**config.mk**
```make
export PLATFORM = sky130hd
export DESIGN_NAME = pwm_multi_channel_gen
export DESIGN_NICKNAME = d
export VERILOG_FILES = /design/src/rtl/pwm_pkg.sv /design/src/rtl/pwm_btn_edge.sv /design/src/rtl/pwm_multi_channel_gen.sv
export SDC_FILE = /design/constraint.sdc
export NUM_CORES = 1
export LEC_CHECK = 0
export BUFFER_PORTS_ARGS = -buffer_cell sky130_fd_sc_hd__buf_2
export CAP_MARGIN = 20
export CORE_MARGIN = 3
export CORE_UTILIZATION = 50
export CTS_CLUSTER_DIAMETER = 50
export DETAILED_ROUTE_END_ITERATION = 16
export HOLD_SLACK_MARGIN = 0.05
export PLACE_DENSITY_LB_ADDON = 0.12
export REMOVE_ABC_BUFFERS = 1
export SYNTH_ARGS = -nofsm -noshare
export SYNTH_HDL_FRONTEND = slang
export SYNTH_HIERARCHICAL = 1
export SYNTH_SLANG_ARGS = --single-unit
```
**constraint.sdc**
```tcl
create_clock -name clk -period 3.8 [get_ports clk]
set_input_delay 0.19 -clock clk [delete_from_list [all_inputs] [get_ports clk]]
set_output_delay 0.19 -clock clk [all_outputs]
set_load 0.01 [all_outputs]
```
**src/rtl/pwm_pkg.sv**
```systemverilog
// Shared constants, types and helpers for the multi-channel PWM generator.
// Default parameter values, duty-width helper and the per-channel duty record.
// Types only; no logic, no latency, no flow control.

package pwm_pkg;

  // Default build parameters.
  localparam int DEF_CHANNELS     = 4;
  localparam int DEF_PERIOD       = 10;
  localparam int DEF_DEBOUNCE_DIV = 2;
  localparam int DEF_INIT_DUTY    = 5;

  // PERIOD is limited to 255, so every duty value fits in 8 bits. The duty
  // record is stored at this fixed width; values never exceed PERIOD, so the
  // bits above clog2(PERIOD+1) are always zero.
  localparam int DUTY_W_MAX = 8;

  typedef logic [DUTY_W_MAX-1:0] duty_val_t;

  // Per-channel duty state: shadow collects button adjustments at any time,
  // active is what drives the comparator and only changes at a period wrap.
  typedef struct packed {
    duty_val_t shadow;
    duty_val_t active;
  } chan_duty_t;

  // Width of a duty value able to represent 0..period inclusive.
  function automatic int pwm_duty_w(input int period);
    return $clog2(period + 1);
  endfunction

endpackage

```
**src/rtl/pwm_btn_edge.sv**
```systemverilog
// Button sampler: two flops loaded on a shared prescaler tick, one press pulse per debounced rising edge.
// Latency: press asserts during the second tick that sees the button high; held buttons do not repeat.
// No backpressure: press is a single-cycle strobe that the consumer must take when it appears.
//
// Ports:
//   clk, rst : clock and asynchronous active-high reset
//   tick     : sampling strobe shared by all buttons
//   btn      : raw, possibly bouncing, button level
//   press    : one-cycle pulse coincident with the tick that confirms the rising edge

module pwm_btn_edge (
  input  logic clk,
  input  logic rst,
  input  logic tick,
  input  logic btn,
  output logic press
);

  logic s1_q, s1_d;
  logic s2_q, s2_d;

  always_comb begin
    s1_d = s1_q;
    s2_d = s2_q;
    if (tick) begin
      s1_d = btn;
      s2_d = s1_q;
    end
  end

  always_ff @(posedge clk or posedge rst) begin
    if (rst) begin
      s1_q <= 1'b0;
      s2_q <= 1'b0;
    end else begin
      s1_q <= s1_d;
      s2_q <= s2_d;
    end
  end

  // Gating with tick keeps the pulse to one cycle even though s1/s2 hold
  // their values for a whole tick interval.
  assign press = s1_q & ~s2_q & tick;

endmodule

```
**src/rtl/pwm_multi_channel_gen.sv**
```systemverilog
// Multi-channel PWM generator with per-channel debounced inc/dec duty control and glitch-free duty updates.
// Latency: 1 cycle from counter to pwm_out/period_start; new duty takes effect at the channel's next wrap.
// No backpressure: buttons are sampled continuously and outputs are free-running registered levels.
//
// Optional feature macro: PWM_PHASE_STAGGER_EN
//   defined     : channel i counter resets (and reloads when ena rises) to (i*PERIOD)/CHANNELS
//   not defined : one shared period counter starting at 0, all channels edge-aligned
//
// Ports:
//   clk, rst      : clock and asynchronous active-high reset
//   ena           : run enable; when low, outputs are 0 and counters freeze
//   inc_btn       : raw increment buttons, one per channel
//   dec_btn       : raw decrement buttons, one per channel
//   pwm_out       : registered PWM outputs, one per channel
//   duty          : active duty per channel, DW bits each, channel 0 in the LSBs
//   period_start  : registered one-cycle pulse when a channel counter is 0

module pwm_multi_channel_gen
  import pwm_pkg::*;
#(
  parameter int  CHANNELS     = DEF_CHANNELS,
  parameter int  PERIOD       = DEF_PERIOD,
  parameter int  DEBOUNCE_DIV = DEF_DEBOUNCE_DIV,
  parameter int  INIT_DUTY    = DEF_INIT_DUTY,
  localparam int DW           = pwm_duty_w(PERIOD)
) (
  input  logic                   clk,
  input  logic                   rst,
  input  logic                   ena,
  input  logic [CHANNELS-1:0]    inc_btn,
  input  logic [CHANNELS-1:0]    dec_btn,
  output logic [CHANNELS-1:0]    pwm_out,
  output logic [CHANNELS*DW-1:0] duty,
  output logic [CHANNELS-1:0]    period_start
);

  localparam int CW   = $clog2(PERIOD);
  localparam int DIVW = (DEBOUNCE_DIV > 1) ? $clog2(DEBOUNCE_DIV) : 1;

  localparam logic [DIVW-1:0] DIV_LAST = DIVW'(DEBOUNCE_DIV - 1);
  localparam logic [CW-1:0]   CNT_LAST = CW'(PERIOD - 1);
  localparam duty_val_t       PERIOD_V = duty_val_t'(PERIOD);
  localparam duty_val_t       INIT_V   = duty_val_t'(INIT_DUTY);

  // ---------------------------------------------------------------------------
  // Button prescaler: free-running, independent of ena, so presses made while
  // the outputs are disabled are still seen.
  // ---------------------------------------------------------------------------
  logic [DIVW-1:0] div_cnt_q, div_cnt_d;
  logic            tick;

  assign tick = (div_cnt_q == DIV_LAST);

  always_comb begin
    div_cnt_d = tick ? '0 : div_cnt_q + 1'b1;
  end

  always_ff @(posedge clk or posedge rst) begin
    if (rst) begin
      div_cnt_q <= '0;
    end else begin
      div_cnt_q <= div_cnt_d;
    end
  end

  // ---------------------------------------------------------------------------
  // Debounced press detectors, two per channel, all on the shared tick.
  // ---------------------------------------------------------------------------
  logic [CHANNELS-1:0] inc_press;
  logic [CHANNELS-1:0] dec_press;

  for (genvar gi = 0; gi < CHANNELS; gi++) begin : g_btn
    pwm_btn_edge u_inc (
      .clk   (clk),
      .rst   (rst),
      .tick  (tick),
      .btn   (inc_btn[gi]),
      .press (inc_press[gi])
    );
    pwm_btn_edge u_dec (
      .clk   (clk),
      .rst   (rst),
      .tick  (tick),
      .btn   (dec_btn[gi]),
      .press (dec_press[gi])
    );
  end

  // ---------------------------------------------------------------------------
  // Period counters. cnt_cur is the counter value each channel uses this
  // cycle for its comparator, wrap detection and period_start.
  // ---------------------------------------------------------------------------
  logic [CW-1:0] cnt_cur [CHANNELS];

`ifdef PWM_PHASE_STAGGER_EN
  logic          ena_q, ena_d;
  logic [CW-1:0] cnt_q [CHANNELS];
  logic [CW-1:0] cnt_d [CHANNELS];

  // On the first enabled cycle each counter restarts from its phase offset,
  // so the stagger pattern is re-established after every pause.
  always_comb begin
    ena_d = ena;
    for (int i = 0; i < CHANNELS; i++) begin
      cnt_cur[i] = (ena && !ena_q) ? CW'((i * PERIOD) / CHANNELS) : cnt_q[i];
      cnt_d[i]   = cnt_q[i];
      if (ena) begin
        cnt_d[i] = (cnt_cur[i] == CNT_LAST) ? '0 : cnt_cur[i] + 1'b1;
      end
    end
  end

  always_ff @(posedge clk or posedge rst) begin
    if (rst) begin
      ena_q <= 1'b0;
      for (int i = 0; i < CHANNELS; i++) begin
        cnt_q[i] <= CW'((i * PERIOD) / CHANNELS);
      end
    end else begin
      ena_q <= ena_d;
      for (int i = 0; i < CHANNELS; i++) begin
        cnt_q[i] <= cnt_d[i];
      end
    end
  end
`else
  logic [CW-1:0] cnt_q, cnt_d;

  // One counter serves every channel; on resume it continues from where it froze.
  always_comb begin
    cnt_d = cnt_q;
    if (ena) begin
      cnt_d = (cnt_q == CNT_LAST) ? '0 : cnt_q + 1'b1;
    end
    for (int i = 0; i < CHANNELS; i++) begin
      cnt_cur[i] = cnt_q;
    end
  end

  always_ff @(posedge clk or posedge rst) begin
    if (rst) begin
      cnt_q <= '0;
    end else begin
      cnt_q <= cnt_d;
    end
  end
`endif

  // ---------------------------------------------------------------------------
  // Duty state and registered outputs.
  // ---------------------------------------------------------------------------
  chan_duty_t          chan_q [CHANNELS];
  chan_duty_t          chan_d [CHANNELS];
  logic [CHANNELS-1:0] pwm_q, pwm_d;
  logic [CHANNELS-1:0] period_start_q, period_start_d;

  always_comb begin
    for (int i = 0; i < CHANNELS; i++) begin
      chan_d[i] = chan_q[i];

      // Shadow saturates at both ends; simultaneous inc+dec cancel.
      if (inc_press[i] && !dec_press[i] && (chan_q[i].shadow != PERIOD_V)) begin
        chan_d[i].shadow = chan_q[i].shadow + 1'b1;
      end else if (dec_press[i] && !inc_press[i] && (chan_q[i].shadow != '0)) begin
        chan_d[i].shadow = chan_q[i].shadow - 1'b1;
      end

      // Load on the last count so the new value governs the whole next period.
      // The current shadow (not this cycle's update) is taken.
      if (ena && (cnt_cur[i] == CNT_LAST)) begin
        chan_d[i].active = chan_q[i].shadow;
      end

      // Counter is widened to the duty width; active never exceeds PERIOD, so
      // duty PERIOD gives a constant high and duty 0 a constant low.
      pwm_d[i]          = ena & (duty_val_t'(cnt_cur[i]) < chan_q[i].active);
      period_start_d[i] = ena & (cnt_cur[i] == '0);
    end
  end

  always_ff @(posedge clk or posedge rst) begin
    if (rst) begin
      pwm_q          <= '0;
      period_start_q <= '0;
      for (int i = 0; i < CHANNELS; i++) begin
        chan_q[i] <= '{shadow: INIT_V, active: INIT_V};
      end
    end else begin
      pwm_q          <= pwm_d;
      period_start_q <= period_start_d;
      for (int i = 0; i < CHANNELS; i++) begin
        chan_q[i] <= chan_d[i];
      end
    end
  end

  assign pwm_out      = pwm_q;
  assign period_start = period_start_q;

  always_comb begin
    duty = '0;
    for (int i = 0; i < CHANNELS; i++) begin
      duty[i*DW +: DW] = chan_q[i].active[DW-1:0];
    end
  end

endmodule

```
## Word-level counts from Yosys, hierarchy flattened

Index checks and enable logic that the tools add are counted.

| word-level totals | value |
|---|---|
| memory bits (writable) | 0 |
| memory bits (read-only) | 0 |
| register bits after elaboration | 90 |
| latch bits | 0 |
| logic and storage cells | 120 |
| input port bits | 11 |
| memories kept | 0 |

| operators by class | value |
|---|---|
| shift operators | 0 |
| mux-type cells | 10 |
| div/mod/pow operators | 0 |
| bitwise operators | 29 |
| $mul | 0 |
| $add $sub $neg | 10 |
| order comparisons | 4 |
| reduce and logical (&&, ||, !) cells | 34 |
| equality and inequality tests | 5 |

Operators with widths:

| kind | count |
|---|---|
| $mux 8 | 8 |
| $add 8x1->8 const B | 4 |
| $lt 4x8->1 | 4 |
| $ne 8x4->1 const B | 4 |
| $reduce_bool 8->1 | 4 |
| $sub 8x1->8 const B | 4 |
| $and 1x1->1 | 21 |
| $logic_and 1x1->1 | 17 |
| $logic_not 1->1 | 8 |
| $not 1->1 | 8 |
| $reduce_bool 2->1 | 4 |
| $add 4x1->4 const B | 1 |
| $eq 4x4->1 const B | 1 |
| $logic_not 4->1 | 1 |
| $mux 4 | 1 |
| $add 1x1->1 const B | 1 |
| $mux 1 | 1 |

## Longest topological paths before layout

Gate-level depths: netlist of run 1.

| logic depth | value |
|---|---|
| depth after elaboration | 8 |
| depth in mapped cells | 10 |
| mapped depth without buffers | 10 |

## Modules after synthesis

Netlist of run 1, hierarchy kept.

Modules (own cells, without submodules):

| module | times used | cells an instance | area an instance (um^2) | seq. area each (um^2) |
|---|---|---|---|---|
| pwm_multi_channel_gen | 1 | 393 | 4459.3 | 1871.8 |
| pwm_btn_edge | 8 | 6 | 86.3 | 50.0 |

## Least setup slack after synthesis of run 1

OpenSTA, ideal clock, no wires.

| timing | value |
|---|---|
| kind | flip-flop to flip-flop |
| start | register div_cnt_q |
| end | register chan_q[15] in the netlist's numbering |
| cell stages (with the launch flop) | 10 |
| data arrival time | 2.719 ns |
| slack | 1.001 ns |
| clock period less this slack | 2.799 ns |
| path buffers | 0 |
| required time | 3.720 ns |
| cells stage by stage | dfrtp_1 > and3b_2 > nand2b_1 > a41oi_1 > inv_1 > ha_1 > a21o_1 > a311oi_1 > mux2i_1 > xnor2_1 |

| on the way | value |
|---|---|
| longest elaborated chain between the ends | 5 |

Ends and longest elaborated chain:

| what | RTL line | text |
|---|---|---|
| start, declared | pwm_multi_channel_gen.sv:49 | `logic [DIVW-1:0] div_cnt_q, div_cnt_d;` |
| start signal, assigned | pwm_multi_channel_gen.sv:62 | `div_cnt_q <= div_cnt_d;` |
| $and 1x1->1 (*) | pwm_btn_edge.sv:43 | `assign press = s1_q & ~s2_q & tick;` |
| net inc_press[3] | pwm_multi_channel_gen.sv:69 | `logic [CHANNELS-1:0] inc_press;` |
| $logic_not 1->1 | pwm_multi_channel_gen.sv:164 | `end else if (dec_press[i] && !inc_press[i] && (chan_q[i].shadow != '0)) begin` |
| $logic_and 1x1->1 (2 in series) | pwm_multi_channel_gen.sv:164 |  |
| $reduce_bool 2->1 (no line) | n/a |  |
| end signal, assigned by index | pwm_multi_channel_gen.sv:186 | `chan_q[i] <= '{shadow: INIT_V, active: INIT_V};` |
| end signal, assigned by index | pwm_multi_channel_gen.sv:192 | `chan_q[i] <= chan_d[i];` |
| end, declared | pwm_multi_channel_gen.sv:152 | `chan_duty_t chan_q [CHANNELS];` |

The timed path passes the listed nets; every way through them passes the cells marked *.
A chain may end at the register's enable or synchronous reset.

## Worst setup path in the final report of run 1

| timing | value |
|---|---|
| start | register div_cnt_q |
| end | register chan_q[31] in the netlist's numbering |

| on the way | value |
|---|---|
| longest elaborated chain between the ends | 5 |

Ends and longest elaborated chain:

| what | RTL line | text |
|---|---|---|
| $and 1x1->1 (*) | pwm_btn_edge.sv:43 |  |
| net dec_press[2] | pwm_multi_channel_gen.sv:70 | `logic [CHANNELS-1:0] dec_press;` |
| $logic_not 1->1 | pwm_multi_channel_gen.sv:162 | `if (inc_press[i] && !dec_press[i] && (chan_q[i].shadow != PERIOD_V)) begin` |
| $logic_and 1x1->1 (2 in series) | pwm_multi_channel_gen.sv:162 |  |
| $mux 8 / $reduce_bool 2->1 (equally long branches) | n/a |  |

Marked as above.

==> summary.md, run 1 <==
| Metric | Value |
|---|---|
| Multiplexer area fraction after synthesis | `0.156` |
| Crit path kind | `flop to flop` |
| Hold violation count in the final report | `0` |
| Flop pwr share | `0.391` |
| Die extent in y | `around 110 um` |
| Setup violations, final | `0` |
| Sw Ratio | `0.357` |
| Fin util | `0.564` |
| Async SR Flop Fraction | `1.00` |
| Placeable Area | `between 9000 and 10000 um^2` |
| Largest net degree at the start of global routing | `50` |
| Sw Pwr | `~0.0017 W` |
| CP max FO | `19` |
| Cts bufs inserted | `9` |
| Vias in the first global route | `around 3200` |
| R2R Path Start | `div_cnt_q` |
| Peak supply drop | `about 0.00038 V` |
| Post-Layout Inst Area | `around 5600 um^2` |
| # diodes | `0` |
| Critical path arrival | `about 3.1 ns` |
| Via count | `around 3200` |
| CTS H-tree lvls | `3` |
| CTS tree | `yes` |
| Post-synthesis cell type count | `a little over 40` |
| Post-synthesis sequential area ratio | `0.441` |
| Syn-to-layout area delta | `8.45%` |
| Largest family of logic cells by synthesized area | `multiplexers` |
| Post-route ant nets | `0` |
| IO buf count | `34` |
| Yosys top cell area share | `0.360` |
| Clk root buf | `clkbuf_8` |
| F_max | `0.349 GHz` |
| Max-slew violation count | `0` |
| Clock Tree Buf Depth | `2` |
| Starting density of the core | `0.520` |
| Xor/xnor share of the synthesized area | `0.0476` |
| Status | `finished, final reports clean` |
| Iteration-0 DRC Markers | `76` |
| Simple-gate share of the synthesized area | `0.0809` |
| GRT Total Usage | `0.169` |
| IO Count | `35` |
| Worst Path Required | `between 4 and 5 ns` |
| First-pass GRT wire length | `between 15 and 20 mm` |
| Initial antenna violation count | `0` |
| Worst-path clk slew | `around 0.09 ns` |
| Mapped Area | `a little over 5000 um^2` |
| Vias/cell | `between 5 and 6` |
| Crit path from | `div_cnt_q` |
| Site Rows | `36` |
| Clk Latency, worst-skew pair | `~0.35 ns` |
| Fin crit period | `about 2.9 ns` |
| Tcrit/Tclk final | `0.754` |
| WL/cell | `~15 um` |
| Power density cells | `842 nW/um^2` |
| Share of cells above drive strength 1 | `0.312` |
| Warnings, synthesis | `6` |
| Lkg Pwr | `2.59 nW` |
| Compound-gate portion of the synthesized area | `0.106` |
| Placer congestion estimate | `between 0.8 and 0.9` |
| DRC | `0` |
| Area of placed instances | `around 5300 um^2` |
| Synth area leader | `dfrtp_1` |
| Layout Skew | `0.0114 ns` |
| Post-Synthesis Cells | `441` |
| Yosys reg bits | `90` |
| Most frequent cell after synthesis | `dfrtp_1` |
| GRT overflow | `0` |
| Post-CTS Resized | `0` |
| NumNets Final | `515` |
| Clock power frac | `0.182` |
| Slew at the pin closest to its max-slew limit | `about 0.75 ns` |
| Relative slew slack | `0.502` |
| Syn avg cell area | `11.7 um^2` |
| Setup TNS | `0 ns` |
| Clk sinks | `90` |
| Maxcap violations | `0` |
| Die area | `around 12000 um^2` |
| Commonest cells post-synth | `dfrtp_1 (74), mux2_2 (59), ha_1 (37)` |
| Largest cells by area after synthesis | `dfrtp_1 (36%), mux2_2 (13%), ha_1 (9.0%)` |
| Hold crit path type | `input pin to flop` |
| Die Wd | `between 100 and 150 um` |
| Post-synth EDFFs | `0` |
| Total iterations of the first detailed-routing run | `4` |
| Critical path endpoint category | `flop` |
| Synth Area in Adders | `0.105` |
| Final WL | `about 9.0 mm` |
| DP Wirelength | `6.44 mm` |
| RSZ-0062 raised after global routing | `false` |
| CP Launch Type | `flop` |
| Hold Startpoint | `dec_btn[1]` |
| Most used DFF post-synth | `dfrtp_1` |
| Internal power | `a little over 0.003 W` |
| Comb power frac | `0.427` |
[timing repair]
action | in CTS | in global routing
buffers inserted | 0 | 0
endpoints found under the hold margin | 16 | 0
hold buffers | 1 | 0
[final timing paths]
kind | endpoint | slack (ns) | cells after the start
worst min register to register | chan_q[15] | 0.50 | 1
min in group asynchronous | g_btn[2].u_dec/s1_q | 0.32 | 3
worst min-delay path | g_btn[1].u_dec/s1_q | 0.08 | 2
worst max register to register | chan_q[31] | 0.93 | 10
max in group asynchronous | duty[12] | 2.32 | 5
worst max-delay path | chan_q[31] | 0.93 | 10
[layer usage]
layer	GRT usage	vias up	share of wire
met2	0.267	45	0.47
met4	0.0577	0	0.011
met1	0.238	1577	0.49
met3	0.0252	8	0.030
li1	-	1594	-
met5	0	-	0
[power by group through the flow]
stage	Combinational [W]	Clock, W	Sequential, W
after floorplan	0.00161	0	0.00175
after global placement	0.00197	0	0.00185
after detailed placement	0.00202	0	0.00187
after CTS	0.00203	0.000876	0.00185
after global routing	0.00230	0.000914	0.00191
final	0.00201	0.000858	0.00184
[placed cells by master, fill, tap and decap left out, types with 11 or more instances in the layout]
cell	synthesis	final
a21o_1	16	16
a21oi_1	20	20
buf_2	4	34
dfrtp_1	74	74
dfstp_2	16	16
ha_1	37	37
inv_1	27	26
mux2_2	59	59
nand2_1	16	16
nor2_1	11	11
o21ai_0	19	19
xnor2_1	18	18
[cell families after synthesis]
| kind of cell | Yosys count |
|---|---|
| buffers and inverters | 55 |
| AOI/OAI and AO/OA | 85 |
| DFF | 90 |
| and+or+nand+nor | 72 |
| adders and majority gates | 41 |
| xor gates and xnor gates | 28 |
| muxes | 70 |
[critical path, stage by stage, from the launching register on]
cell and delay, ns:
dfrtp_1 0.46, buf_4 0.24, and3b_2 0.25, a41oi_1 0.16, nand2_1 0.25, ha_1 0.37
a211oi_1 0.30, o21ai_0 0.13, a31oi_1 0.23, mux2i_1 0.24, xor2_1 0.15
[sequential cells by signal, indices dropped and copies added, names as in the netlist, 4 cells and up]
signal	flops
chan_q	48
cnt_q	4
duty	16
g_btn.u_dec/s1_q	4
g_btn.u_dec/s2_q	4
g_btn.u_inc/s1_q	4
g_btn.u_inc/s2_q	4
pwm_out	4
[area by class of cell]
class	instances	area (um^2)
clock buffer	11	141
timing repair buffer	39	223
tap	133	166
clock inverter	5	125
sequential	90	2270
fill	872	4320
inverter	27	101
multi-input combinational	296	2560
[metrics by stage]
stage	worst slack, ns	std cells	power (W)	hold slack [ns]
after floorplan	1.00	413	0.00336	-0.0688
after detailed placement	0.966	583	0.00388	0.149
after global routing	0.629	601	0.00513	0.0666
after CTS	0.931	600	0.00476	0.0648
final	0.935	601	0.00470	0.0805
after global placement	0.959	583	0.00382	0.142
Note: power is estimated with default switching activity, not from simulation.
==> run 2: changes to the inputs <==
clock period = 2.9 ns   (was 3.8 ns; I/O delays follow)
==> run 2 against run 1 <==
Utilization rose by 0.54 points. Wire length increased by 1.5%. Sequential share of layout area is 0.39 points lower. Global-route usage fell by 0.19 points. Via count up 1.8%. Critical path type unchanged. Largest power group unchanged. Highest routed layer unchanged.
==> summary.md, run 2 (synthesized netlist as in run 1, its figures left out) <==
| Metric | Value |
|---|---|
| Hold violation count in the final report | `0 (unchanged)` |
| Worst-path clk slew | `0.09 ns (about the same)` |
| Maxcap violations | `0 (unchanged)` |
| Most common cell after layout, fill and taps aside | `dfrtp_1` |
| Clk Latency, worst-skew pair | `0.35 ns (about the same)` |
| Syn-to-layout area delta | `9.50%` |
| Peak supply drop | `0.000496 V (+30%)` |
| Placer congestion estimate | `0.856 (+1.8%)` |
| Via count | `3283 (+1.8%)` |
| Vias/cell | `5.36 (-0.16%)` |
| Slew at the pin closest to its max-slew limit | `0.471 ns (-0.274 ns)` |
| Sw Ratio | `0.371 (+0.0143)` |
| Internal power | `0.00374 W (+24%)` |
| WL/cell | `14.9 um (-0.48%)` |
| R2r endpoint | `chan_q[30]` |
| # diodes | `0 (unchanged)` |
| First-pass GRT wire length | `15.5 mm (-0.17%)` |
| Max FFs per register | `48 (unchanged)` |
| CTS H-tree lvls | `3 (unchanged)` |
| Critical path arrival | `2.95 ns (-0.19 ns)` |
| Crit path from | `div_cnt_q` |
| GRT Total Usage | `0.167 (-0.00188)` |
| Layout Skew | `0.0114 ns (-0.0000452 ns)` |
| R2R Path Start | `div_cnt_q` |
| Max-slew violation count | `0 (unchanged)` |
| Clk root buf | `clkbuf_8` |
| Clk sinks | `90 (unchanged)` |
| Final WL | `9.12 mm (+1.5%)` |
| Status | `finished, final reports clean` |
| Reg2reg setup slack | `0.19 ns (-0.75 ns)` |
| Share of cells above drive strength 1 | `0.323 (+0.0110)` |
| GRT overflow | `0 (unchanged)` |
| Power density cells | `1050 nW/um^2 (+25%)` |
| Clock power frac | `0.148 (-0.034)` |
| Critical path endpoint | `chan_q[30]` |
| Hold crit path type | `input pin to flop` |
| Relative slew slack | `0.685 (+0.183)` |
| Die area | `11600 um^2 (unchanged)` |
| RSZ-0062 raised after global routing | `false` |
| Initial antenna violation count | `0 (unchanged)` |
| CTS tree | `yes` |
| Placeable Area | `9910 um^2 (unchanged)` |
| Area of placed instances | `5350 um^2 (+1.1%)` |
| Post-Layout Inst Area | `5640 um^2 (+0.96%)` |
| Die Wd | `107 um (unchanged)` |
| Comb power frac | `0.449 (+0.022)` |
| Crit path kind | `flop to flop` |
| F_max | `0.369 GHz (+5.7%)` |
| Site Rows | `36 (unchanged)` |
| Critical path endpoint category | `flop` |
| Sw Pwr | `0.00221 W (+32%)` |
| Clock Tree Buf Depth | `2 (unchanged)` |
| Vias in the first global route | `3230 (+0.97%)` |
| Total iterations of the first detailed-routing run | `4 (unchanged)` |
| Lkg Pwr | `2.61 nW (+0.93%)` |
| DP Wirelength | `6.59 mm (+2.3%)` |
| Starting density of the core | `0.520 (unchanged)` |
| R2R depth | `10 (unchanged)` |
| Cts bufs inserted | `9 (unchanged)` |
| Flop pwr share | `0.402 (+0.011)` |
| Setup violations, final | `0 (unchanged)` |
| IO Count | `35 (unchanged)` |
| NumNets Final | `527 (+2.3%)` |
| Biggest register | `chan_q` |
| Tcrit/Tclk final | `0.935 (+0.181)` |
| IO buf count | `34 (unchanged)` |
| Largest net degree at the start of global routing | `55 (+10%)` |
| Worst Path Required | `3.14 ns (-0.93 ns)` |
| Iteration-0 DRC Markers | `127 (+67%)` |
| Setup TNS | `0 ns (unchanged)` |
| CP max FO | `14 (-5)` |
| Post-route ant nets | `0 (unchanged)` |
| DRC | `0 (unchanged)` |
| Fin crit period | `2.71 ns (-0.153 ns)` |
| Commonest cells after routing, fill and taps aside | `dfrtp_1 (74), mux2_2 (59), ha_1 (37)` |
| Die extent in y | `107 um (unchanged)` |
| CP Launch Type | `flop` |
-- run 2: final cells by class --
class,count,area (um^2)
fillers,860,4270
multi-input cells,296,2560
flip-flops and latches,90,2270
repair buffers,51,330
well taps,133,166
clock buffers,11,151
inverters,27,101
clock inverters,5,52.6
-- run 2: worst max-delay path, cell delays in order (launching register included) --
cell      delay [ns]
dfrtp_1         0.44
buf_4           0.21
and3b_2         0.23
a41oi_1         0.19
nand2_2         0.18
fa_1            0.46
a211oi_1        0.27
o21bai_1        0.11
a21oi_1         0.18
xnor2_1         0.08
mux2_4          0.26
-- run 2: how the worst min path moves through the flow --
stage / slack [ns] / cells after the start / startpoint / end
2_1_floorplan: -0.11 / 1 / rst / g_btn[0].u_dec/s1_q
3_3_place_gp: 0.10 / 2 / rst / g_btn[2].u_inc/s2_q
3_5_place_dp: 0.10 / 2 / rst / g_btn[1].u_inc/s2_q
4_1_cts: 0.06 / 2 / dec_btn[3] / g_btn[3].u_dec/s1_q
5_1_grt: 0.06 / 2 / dec_btn[3] / g_btn[3].u_dec/s1_q
6_report: 0.07 / 2 / dec_btn[3] / g_btn[3].u_dec/s1_q
-- run 2: power by group through the flow --
stage | clock (W) | sequential (W) | combinational [W]
after floorplan | 0 | 0.00229 | 0.00211
final | 0.000881 | 0.00239 | 0.00267
after detailed placement | 0 | 0.00244 | 0.00267
after CTS | 0.000906 | 0.00242 | 0.00269
after global routing | 0.000958 | 0.00250 | 0.00301
after global placement | 0 | 0.00242 | 0.00259
-- run 2: stage by stage --
| step | hold WS [ns] | util | std cells | setup slack [ns] | total power [W] |
|---|---|---|---|---|---|
| 6_report | 0.0728 | 0.569 | 613 | 0.188 | 0.00595 |
| 5_1_grt | 0.0649 | 0.569 | 613 | 0.0102 | 0.00647 |
| 4_1_cts | 0.0647 | 0.568 | 613 | 0.125 | 0.00602 |
| 3_5_place_dp | 0.104 | 0.540 | 589 | 0.135 | 0.00511 |
| 3_3_place_gp | 0.100 | 0.540 | 589 | 0.215 | 0.00501 |
| 2_1_floorplan | -0.114 | - | 413 | 0.101 | 0.00441 |
-- run 2: timing repair --
action | CTS | global route
setup buffers | 0 | 0
gates resized for setup | 0 | 3
setup endpoints to repair | 0 | 6
endpoints found under the hold margin | 39 | 0
hold buffers | 8 | 0
-- run 2: layer usage --
metal | track usage | part of all wire | up-vias
met1 | 0.227 | 0.48 | 1618
met5 | 0 | 0 | -
met3 | 0.0318 | 0.029 | 9
met4 | 0.0577 | 0.011 | 0
met2 | 0.268 | 0.48 | 41
li1 | - | - | 1615
==> run 3: changes to the inputs <==
CORE_UTILIZATION = 60   (was 50)
==> run 3 against run 2 <==
Utilization grew 11 points. Sequential share of layout area is 0.090 points higher. Power grew 1.1%. Final cell count down 4.6%. Clock power increased by 5.1%. Register-to-register slack is essentially flat. Critical path type unchanged. Critical endpoint unchanged. Largest cell class unchanged. Largest power group unchanged.
==> summary.md, run 3 (synthesized netlist as in run 1, its figures left out) <==
| Metric | Value |
|---|---|
| Crit path from | `div_cnt_q` |
| Buf+Inv Stages, Crit Path | `1 (unchanged)` |
| RSZ-0062 raised after global routing | `false` |
| Crit path max-delay family | `compound AO/OA/AOI/OAI gates` |
| Comb power frac | `0.448 (about the same)` |
| Crit path kind | `flop to flop` |
| Relative slew slack | `0.481 (-0.204)` |
| Post-Layout Inst Area | `5630 um^2 (-0.22%)` |
| Clk Latency, worst-skew pair | `0.35 ns (about the same)` |
| Share of cells above drive strength 1 | `0.319 (-0.00417)` |
| Fillers | `678 (-21%)` |
| Lkg Pwr | `2.62 nW (+0.29%)` |
| R2r endpoint | `chan_q[30]` |
| Post-route ant nets | `0 (unchanged)` |
| CP Launch Type | `flop` |
| Met3 Usage GRT | `0.0311 (-0.000654)` |
| Setup violations, final | `0 (unchanged)` |
| IO Count | `35 (unchanged)` |
| Design Power | `0.00601 W (+1.1%)` |
| Most common cell after layout, fill and taps aside | `dfrtp_1` |
| Flop pwr share | `0.398 (-0.004)` |
| Via count | `3271 (-0.37%)` |
| CP max FO | `21 (+7)` |
| Met2 global-route usage | `0.322 (+0.0542)` |
| Biggest register | `chan_q` |
| Vias in the first global route | `3273 (+1.3%)` |
| Max FFs per register | `48 (unchanged)` |
| Cts bufs inserted | `9 (unchanged)` |
| First-pass GRT wire length | `15.1 mm (-2.1%)` |
| # diodes | `0 (unchanged)` |
| Tcrit/Tclk final | `0.938 (+0.00259)` |
| Max-slew violation count | `0 (unchanged)` |
| Largest net degree at the start of global routing | `39 (-29%)` |
| Hold violation count in the final report | `0 (unchanged)` |
| Slew at the pin closest to its max-slew limit | `0.777 ns (+0.306 ns)` |
| Status | `finished, final reports clean` |
| Fin util | `0.681 (+0.112)` |
| Crit-path cells | `buf_12 -> and3b_2 -> a41oi_1 -> nand2_2 -> fa_1 -> a211oi_1 -> o21bai_1 -> a21oi_1 -> xnor2_1 -> mux2_4` |
| Post-CTS setup buffer count | `0 (unchanged)` |
| Site Rows | `33 (-8.3%)` |
| CTS H-tree lvls | `3 (unchanged)` |
| Hold Path Sink | `period_start[0]` |
| Critical-path top delay cell | `fa_1` |
| Clk sinks | `90 (unchanged)` |
| Die area | `9730 um^2 (-16%)` |
| Vias/cell | `5.59 (+4.4%)` |
| Placeable Area | `8260 um^2 (-17%)` |
| Sw Ratio | `0.366 (-0.00508)` |
| Internal power | `0.00381 W (+1.9%)` |
| Commonest cells after routing, fill and taps aside | `dfrtp_1 (74), mux2_2 (59), ha_1 (37)` |
| Critical path arrival | `2.96 ns (about the same)` |
| Peak supply drop | `0.000511 V (+3.1%)` |
| R2R depth | `10 (unchanged)` |
| Clk root buf | `clkbuf_8` |
| Final WL | `8.91 mm (-2.4%)` |
| Worst-path clk slew | `0.08 ns (about the same)` |
| Path length in cells of the critical path | `10 (unchanged)` |
| Starting density of the core | `0.624 (+0.104)` |
| Clock power frac | `0.154 (+0.006)` |
| WL/cell | `15.2 um (+2.3%)` |
| CTS tree | `yes` |
| R2R Path Start | `div_cnt_q` |
| Critical path endpoint category | `flop` |
| DRC | `0 (unchanged)` |
| Power density cells | `1070 nW/um^2 (+1.4%)` |
| Multi-input logic area | `2570 um^2 (+0.19%)` |
| Sw Pwr | `0.00220 W (-0.26%)` |
| GRT Total Usage | `0.193 (+0.0263)` |
| GRT overflow | `0 (unchanged)` |
| Layout Skew | `0.00971 ns (-0.00168 ns)` |
| Syn-to-layout area delta | `9.26%` |
| Crit-path max cell delay | `0.47 ns (about the same)` |
| Sequential cell area | `2270 um^2 (unchanged)` |
| Clock Tree Buf Depth | `2 (unchanged)` |
| Initial antenna violation count | `0 (unchanged)` |
| Worst Path Required | `3.14 ns (about the same)` |
| Met1 Usage GRT | `0.252 (+0.0241)` |
| Placer congestion estimate | `0.818 (-4.4%)` |
| Die Wd | `98.6 um (-8.2%)` |
| F_max | `0.368 GHz (-0.28%)` |
| DP Wirelength | `6.59 mm (about the same)` |
| Hold crit path type | `input pin to flop` |
| Placed cells | `560 (-4.9%)` |
| Area of placed instances | `5300 um^2 (-0.80%)` |
| Final std cells w/o fill | `585 (-4.6%)` |
| Total iterations of the first detailed-routing run | `5 (+1)` |
| Fin crit period | `2.72 ns (+0.00752 ns)` |
| IO buf count | `34 (unchanged)` |
| Setup TNS | `0 ns (unchanged)` |
| Die extent in y | `98.6 um (-8.2%)` |
| Grt peak-use layer | `met2` |
| Iteration-0 DRC Markers | `80 (-37%)` |
| Hold path depth | `3 (+1)` |
| Hold Startpoint | `ena` |
| NumNets Final | `527 (unchanged)` |
| Reg2reg setup slack | `0.18 ns (about the same)` |
| Maxcap violations | `0 (unchanged)` |
-- run 3: per-stage QoR --
stage	setup slack, ns	hold slack (ns)
finish	0.180	0.108
global placement	0.209	0.0918
detailed placement	0.0291	0.101
CTS	0.00102	0.0992
global route	0.00470	0.116
floorplan	0.101	-0.114
-- run 3: worst register-to-register path, delay by kind of cell (launching register included) --
kind	cells	cell delay (ns)
flip-flops	1	0.45
AND/OR/NAND/NOR	2	0.42
buffers and inverters	1	0.19
adder cells (fa/ha/maj)	1	0.47
multiplexers	1	0.26
AO/OA/AOI/OAI	4	0.73
XOR/XNOR	1	0.09
-- run 3: routing by layer --
metal	share of wire	up-vias
li1	-	1621
met1	0.46	1583
met2	0.48	52
met3	0.034	15
met4	0.019	0
met5	0	-
-- run 3: power groups by stage --
stage	Clock, W	Combinational, W	Sequential (W)
final	0.000926	0.00270	0.00239
after global routing	0.00100	0.00305	0.00249
after CTS	0.000955	0.00272	0.00239
after detailed placement	0	0.00269	0.00242
after global placement	0	0.00260	0.00240
after floorplan	0	0.00211	0.00229
-- run 3: final cells by class --
type | count | share of cell area
clock buffer | 11 | 0.0251
tap | 105 | 0.0233
inverter | 27 | 0.0180
multi-input combinational | 296 | 0.457
timing repair buffer | 51 | 0.0592
sequential | 90 | 0.404
clock inverter | 5 | 0.0138
-- run 3: what timing repair did --
action	4_1_cts	5_1_grt
resized for setup	0	4
endpoints found under the hold margin	33	0
setup endpoints to repair	0	4
hold buffers	9	0
-- run 3: worst max path at each step --
stage,slack (ns),end
after CTS,0.001,chan_q[31]
final,0.18,chan_q[30]
after floorplan,0.10,chan_q[15]
after global routing,0.005,chan_q[15]
after global placement,0.21,chan_q[31]
after detailed placement,0.03,chan_q[31]
